==> src/rtl/seq_array_div_pkg.sv <==
// Shared definitions for the sequential restoring divider: default widths
// and the controller state encoding.
package seq_array_div_pkg;

  localparam int DEF_DW = 8;
  localparam int DEF_VW = 4;

  typedef enum logic [1:0] {
    ST_IDLE = 2'd0,
    ST_CALC = 2'd1,
    ST_DONE = 2'd2
  } state_e;

endpackage

==> src/rtl/seq_array_div_step.sv <==
// One restoring-division step: shift in the next dividend bit, trial-subtract
// the divisor, and keep the difference only when it is non-negative.
module div_step #(
  parameter int VW = 4
) (
  input  logic [VW:0]   rem_i,
  input  logic          bit_i,
  input  logic [VW-1:0] divisor_i,
  output logic [VW:0]   rem_o,
  output logic          qbit_o
);

  logic [VW+1:0] shifted;
  logic [VW+1:0] trial;

  // One spare bit above the shifted value lets the sign of the trial show up.
  assign shifted = {rem_i, bit_i};
  assign trial   = shifted - {2'b00, divisor_i};
  assign qbit_o  = ~trial[VW+1];
  assign rem_o   = qbit_o ? trial[VW:0] : shifted[VW:0];

endmodule

==> src/rtl/seq_array_div.sv <==
// Sequential unsigned divider: one quotient bit per clock, MSB first, with a
// divide-by-zero shortcut straight to DONE.
module seq_array_div
  import seq_array_div_pkg::*;
#(
  parameter int DW = DEF_DW,
  parameter int VW = DEF_VW
) (
  input  logic          clk,
  input  logic          rst,
  input  logic          start,
  input  logic [DW-1:0] dividend,
  input  logic [VW-1:0] divisor,
  output logic          busy,
  output logic          done,
  output logic [DW-1:0] quotient,
  output logic [VW-1:0] remainder,
  output logic          div_by_zero
);

  localparam int CW = (DW > 1) ? $clog2(DW) : 1;
  localparam logic [CW-1:0] CNT_LAST = CW'(DW - 1);

  state_e        state_q, state_d;
  logic [CW-1:0] cnt_q, cnt_d;
  logic [DW-1:0] dvd_q, dvd_d;
  logic [VW-1:0] dvs_q, dvs_d;
  logic [VW:0]   prem_q, prem_d;
  logic [DW-1:0] quo_q, quo_d;
  logic [VW-1:0] rem_q, rem_d;
  logic          dbz_q, dbz_d;

  logic [VW:0]   step_rem;
  logic          step_qbit;

  div_step #(.VW(VW)) u_step (
    .rem_i     (prem_q),
    .bit_i     (dvd_q[DW-1]),
    .divisor_i (dvs_q),
    .rem_o     (step_rem),
    .qbit_o    (step_qbit)
  );

  always_comb begin
    state_d = state_q;
    cnt_d   = cnt_q;
    dvd_d   = dvd_q;
    dvs_d   = dvs_q;
    prem_d  = prem_q;
    quo_d   = quo_q;
    rem_d   = rem_q;
    dbz_d   = dbz_q;
    case (state_q)
      ST_IDLE: begin
        if (start) begin
          if (divisor == '0) begin
            quo_d   = '1;
            rem_d   = '0;
            dbz_d   = 1'b1;
            state_d = ST_DONE;
          end else begin
            dvd_d   = dividend;
            dvs_d   = divisor;
            prem_d  = '0;
            cnt_d   = CNT_LAST;
            state_d = ST_CALC;
          end
        end
      end
      ST_CALC: begin
        // Dividend bits leave at the top while quotient bits enter at the bottom.
        prem_d = step_rem;
        dvd_d  = {dvd_q[DW-2:0], step_qbit};
        if (cnt_q == '0) begin
          quo_d   = {dvd_q[DW-2:0], step_qbit};
          rem_d   = step_rem[VW-1:0];
          dbz_d   = 1'b0;
          state_d = ST_DONE;
        end else begin
          cnt_d = cnt_q - 1'b1;
        end
      end
      ST_DONE: state_d = ST_IDLE;
      default: state_d = ST_IDLE;
    endcase
  end

  always_ff @(posedge clk or posedge rst) begin
    if (rst) begin
      state_q <= ST_IDLE;
      cnt_q   <= '0;
      dvd_q   <= '0;
      dvs_q   <= '0;
      prem_q  <= '0;
      quo_q   <= '0;
      rem_q   <= '0;
      dbz_q   <= 1'b0;
    end else begin
      state_q <= state_d;
      cnt_q   <= cnt_d;
      dvd_q   <= dvd_d;
      dvs_q   <= dvs_d;
      prem_q  <= prem_d;
      quo_q   <= quo_d;
      rem_q   <= rem_d;
      dbz_q   <= dbz_d;
    end
  end

  assign busy        = (state_q == ST_CALC) || (state_q == ST_DONE);
  assign done        = (state_q == ST_DONE);
  assign quotient    = quo_q;
  assign remainder   = rem_q;
  assign div_by_zero = dbz_q;

endmodule

==> config.mk <==
export PLATFORM = sky130hd
export DESIGN_NAME = seq_array_div
export DESIGN_NICKNAME = d
export VERILOG_FILES = /design/src/rtl/seq_array_div_pkg.sv /design/src/rtl/seq_array_div_step.sv /design/src/rtl/seq_array_div.sv
export SDC_FILE = /design/constraint.sdc
export NUM_CORES = 1
export LEC_CHECK = 0
export ABC_AREA = 1
export CORE_AREA = 2 2 55 108
export CTS_CLUSTER_SIZE = 8
export DETAILED_ROUTE_END_ITERATION = 8
export DIE_AREA = 0 0 57 110
export PLACE_DENSITY = 0.61
export SYNTH_ARGS = -nofsm -noshare
export SYNTH_HDL_FRONTEND = slang
export SYNTH_SLANG_ARGS = --single-unit
==> constraint.sdc <==
create_clock -name clk -period 1.8 [get_ports clk]
set_input_delay 0.54 -clock clk [delete_from_list [all_inputs] [get_ports clk]]
set_output_delay 0.54 -clock clk [all_outputs]
set_load 0.02 [all_outputs]
# ---- Word-level counts from Yosys, hierarchy flattened
# Index checks and enable logic that the tools add are counted.
dict set report word_totals {
  output_inout_bits 15
  inputBits 15
  wordCells 56
  regBits 35
}
dict set report op_classes {
  n_reduce_logical 10
  eq_ne 7
  n_mux 27
  n_addsub 2
  n_bitwise 2
}
# op count
set ops {}
lappend ops {{8-bit two-way mux} 5}
lappend ops {{8-bit case mux with 2 select lines} 2}
lappend ops {{5-bit two-way mux} 3}
lappend ops {{4-bit two-way mux} 3}
lappend ops {{2-bit != test, second input constant} 5}
lappend ops {{5-bit case mux with 2 select lines} 1}
lappend ops {{3-bit two-way mux} 3}
lappend ops {{4-bit case mux with 2 select lines} 1}
lappend ops {{4-bit AND reduction} 2}
lappend ops {{2-bit two-way mux} 3}
lappend ops {{3-bit case mux with 2 select lines} 1}
lappend ops {{3-bit AND reduction} 2}
lappend ops {{6-bit by 4-bit subtractor with 6-bit output} 1}
lappend ops {{4-bit logical NOT} 1}
lappend ops {{2-bit case mux with 2 select lines} 1}
lappend ops {{3-bit logical NOT} 1}
lappend ops {{1-bit two-way mux} 3}
lappend ops {{3-bit by 1-bit subtractor with 3-bit output, second input constant} 1}
lappend ops {{2-bit by 1-bit == test with 1-bit output, second input constant} 1}
lappend ops {{2-bit == test, second input constant} 1}
lappend ops {{2-bit logical NOT} 1}
lappend ops {{1-bit inverter} 2}
lappend ops {{1-bit case mux with 2 select lines} 1}
lappend ops {{2-bit AND reduction} 1}
lappend ops {{other kinds (2)} 2}

# ---- Logic depth before layout (Yosys ltp)
dict set report depth {
  ltp_word 4
  depth_mapped 12
  ltp_nobuf 12
}

# ---- Hierarchy
# Synthesis repeated with hierarchy kept, for this count alone.
dict set report hier_totals {
  cells_unflattened 258
  area_unflattened_um2 2129.5
}
# module n_inst cells_per_inst area_per_inst_um2 seq_area_each_um2
set by_module_without_submodules {}
lappend by_module_without_submodules {seq_array_div 1 203 1796.7 875.8}
lappend by_module_without_submodules {div_step 1 55 332.8 0.0}

# ---- Worst setup path after synthesis
# No wires, ideal clock.
dict set report synth_path {
  path_kind {reg2reg}
  from {register dvd_q[7]}
  to {register prem_q[4]}
  setup_time_ps 117
  setup_slack_ps 255
  synth_period_minus_slack_ps 1545
  arrival_ps 1428
  stages_incl_launch_ff 11
  path_cell_list {dfrtp_1 -> inv_1 -> ha_1 -> inv_2 -> fa_1 -> nand3_1 -> nand2_1 -> xor2_1 -> nand3_1 -> nand3_1 -> nand2_1}
}
dict set report synth_between {
  elab_chain_cells 3
}
# item line
set synth_rtl {}
lappend synth_rtl {{from (decl)} seq_array_div.sv:26} ;# logic [DW-1:0] dvd_q, dvd_d;
lappend synth_rtl {{from (signal assigned)} seq_array_div.sv:101} ;# dvd_q <= dvd_d;
lappend synth_rtl {{6-bit by 4-bit subtractor with 6-bit output} seq_array_div_step.sv:18} ;# assign trial = shifted - {2'b00, divisor_i};
lappend synth_rtl {{5-bit two-way mux} seq_array_div_step.sv:20} ;# assign rem_o = qbit_o ? trial[VW:0] : shifted[VW:0];
lappend synth_rtl {{5-bit case mux with 2 select lines} seq_array_div.sv:53} ;# case (state_q)
lappend synth_rtl {{to (signal assigned)} seq_array_div.sv:103} ;# prem_q <= prem_d;
lappend synth_rtl {{to (decl)} seq_array_div.sv:28} ;# logic [VW:0] prem_q, prem_d;
# Every way passes these cells.
# A chain may end at the register's enable or synchronous reset.

# ---- Final worst setup path
# Ends and elaborated chain as after synthesis.

==> impl_metrics.toml <==
[setup_path]
critical-path-max-stage-delay_ns = 0.39
critPathBufInv = 2
cp_max_fo = 2
path_class = "flop to flop"
worstPathRequired_ns = 1.99
crit_arrival_ns = 1.88
cp_common_cell = "nand3_1"
crit_family = "adder cells"
crit_chain = "inv_1 > ha_1 > inv_2 > fa_1 > nand3_1 > nand2_1 > xor2_1 > nand3_1 > nand3_1 > nand2_1"
worstSetupEndpointType = "flop"
crit_slowest_cell = "fa_1"
cp-start-kind = "flop"

[placed_design]
dp_hpwl_um = 3090
gp_congestion = 0.743
place_ws_ns = -0.111
dp.cells = 318
portBuffers = 29

[routing]
drt_iter0_markers = 22
routed_wl_um = 4140
first_pass_iters = 4
routed_via_density = 4.83
vias = 1576
ant_nets = 0
wire_per_inst_um = 12.7
drc = 0

[sta]
worst_pin_slew_ns = 0.298
setup_viol = 0
slew_viol_final = 0
layout_setup_ws_ns = 0.109
report.final.hold_viol_count = 0
tns_ns = 0
fin_skew_ns = 0.00559
max_freq_mhz = 591
post-route-period-util_pct = 93.9
slew_headroom_pct = 80.0
fin_crit_ns = 1.69

[global_route]
grt_pass1_vias = 1656
grt_antenna_before_repair = 0
grt.overflow.total = 0
track_usage_pct = 14.8
grt_pass1_wl_um = 7140
grt_max_degree = 36

[logic_synthesis]
synthMuxAreaShare_pct = 0
netlist_top_cells_area = "dfrtp_1 47%, nand2_1 11%, ha_1 6.1%"
synth-simple-area-share_pct = 23.7
synth_top_area_share_pct = 47.3
yosys.area.top_type = "dfrtp_1"
synth-seq-cells = 35
netlist_area_um2 = 1850
syn_nets = 244
synth_top_family_by_area = "simple AND/OR/NAND/NOR gates"
yosysWarnings = 0
synth_cells = 219
synth_xor_area_share_pct = 1.42
syn_area_per_cell_um2 = 8.45
synth-adder-area-share_pct = 7.17
ys_seq_area_share_pct = 47.3
yosys.cell_types.count = 27
synth_compound_area_share_pct = 11.9

[floorplanning]
rows = 38
die_y_um = 110
die_area_um2 = 6270
io_pins = 30
die_w_um = 57
start_util_pct = 34.1
core_um2 = 5420

[cells_and_area]
syn2layout_area_growth_pct = 33.7
fin_cells = 326
utilization_pct = 45.6
drive_gt1_share_pct = 18.0
fillers = 587
fin_nets = 290
diodes = 0

[clocking]
cts-hold-fix-buffers = 0
clk_pin_slew_ns = 0.08
cts_num_sinks = 35
cts_buffers = 5
htree_levels = 2
postCtsSetupBuffers = 0
tritoncts = "done"
cts_root_buf = "clkbuf_8"
clockBufferDepth = 2
insertion_delay_ns = 0.29

[power_and_ir_drop]
p_leak_nw = 1.24
ir_drop_v = 0.00103
finalPower_w = 0.00472
power.density_nw_per_um2 = 1910

[worst_hold_path]
hp-class = "flop to flop"

[outcome]
outcome = "finished, final reports clean"

[run]
max-cap-violations = 0
tightest hold or removal path, stage by stage, from the launching register on:
cell	delay (ns)
dfrtp_1	0.35
nand2_1	0.05
nand2_1	0.06
registers in the layout, indices dropped and copies added, names as in the netlist:
name,flops
dvd_q,8
div_by_zero,1
prem_q,5
remainder,4
dvs_q,4
quotient,8
cnt_q,3
state_q,2
cell usage in the layout (no fill, tap or decap), types with 2 or more instances in the layout:
cell type        instances
dlygate4sd2_1            8
nand3b_1                 2
buf_4                   13
clkbuf_8                 5
nor2_1                  17
buf_12                   3
dlymetal6s2s_1           5
o21ai_0                  3
dfrtp_1                 35
o22ai_1                  2
nand3_1                 19
o21ai_1                 12
inv_2                    7
clkdlybuf4s50_1         14
nand2_1                 49
o211ai_1                 7
nand3_2                  4
nand2_2                  5
a21oi_1                  3
a31oi_1                  7
inv_1                   21
ha_1                     8
xor2_1                   3
stage by stage:
step / hold slack, ns / cell area, um^2
3_5_place_dp: 0.480 / 2330
2_1_floorplan: 0.459 / 1850
3_3_place_gp: 0.469 / 2330
5_1_grt: 0.526 / 2470
6_report: 0.491 / 2470
4_1_cts: 0.494 / 2430
layout make-up:
class	count	area, um^2	area share [%]
timing repair buffer	45	440	17.8
clock inverter	3	43.8	1.77
tap	60	75.1	3.03
sequential	35	876	35.4
clock buffer	5	68.8	2.78
multi-input combinational	149	858	34.7
inverter	29	111	4.50
power breakdown:
| part | internal, W | switching (W) |
|---|---|---|
| clock network | 0.000412 | 0.000295 |
| logic | 0.00109 | 0.00164 |
| registers | 0.00112 | 0.000173 |
| total | 0.00262 | 0.00211 |
cell usage after synthesis:
master	count
nand2_1	53
buf_2	1
nand3_2	1
dfrtp_1	35
a31oi_1	7
a21oi_1	4
o211ai_1	7
o22ai_1	2
xor2_1	3
nand2_4	1
nand4_1	1
fa_1	1
nor2_1	17
a21oi_4	1
nor2_4	1
clkbuf_1	2
ha_1	9
nor3_1	1
inv_1	21
inv_4	1
o21ai_0	3
inv_2	7
nand3b_1	2
nand2_2	1
nand3_1	22
o21ai_1	12
buf_6	3
cell families after synthesis:
family          count (synthesis)
simple gates                  100
compound gates                 36
fa+ha+maj                      10
buf+inv                        35
xor+xnor                        3
flops                          35
what timing repair did:
item,4_1_cts,5_1_grt
resized for setup,14,15
pin swaps,0,0
endpoints found under the setup margin,12,14
gates cloned,0,0
routing by layer:
layer	GRT usage (%)	routed length [um]	vias up	part of all wire [%]
li1	-	-	809	-
met1	14.9	1550	733	38
met2	28.5	2350	24	57
met3	1.75	97	10	2.3
met4	8.14	136	0	3.3
met5	0	0	-	0
path summary, 6_finish.rpt:
kind,from,endpoint,slack (ns),depth (start not counted)
setup / recovery,dvd_q[7],prem_q[4],0.11,10
hold / removal,remainder[0],remainder[0],0.49,2
setup reg to reg,dvd_q[7],prem_q[4],0.11,10
hold reg to reg,remainder[0],remainder[0],0.49,2
max in group asynchronous,rst,quotient[5],1.02,3
min in group asynchronous,rst,dvd_q[5],0.59,3
Power figures use the tool's default switching activity.
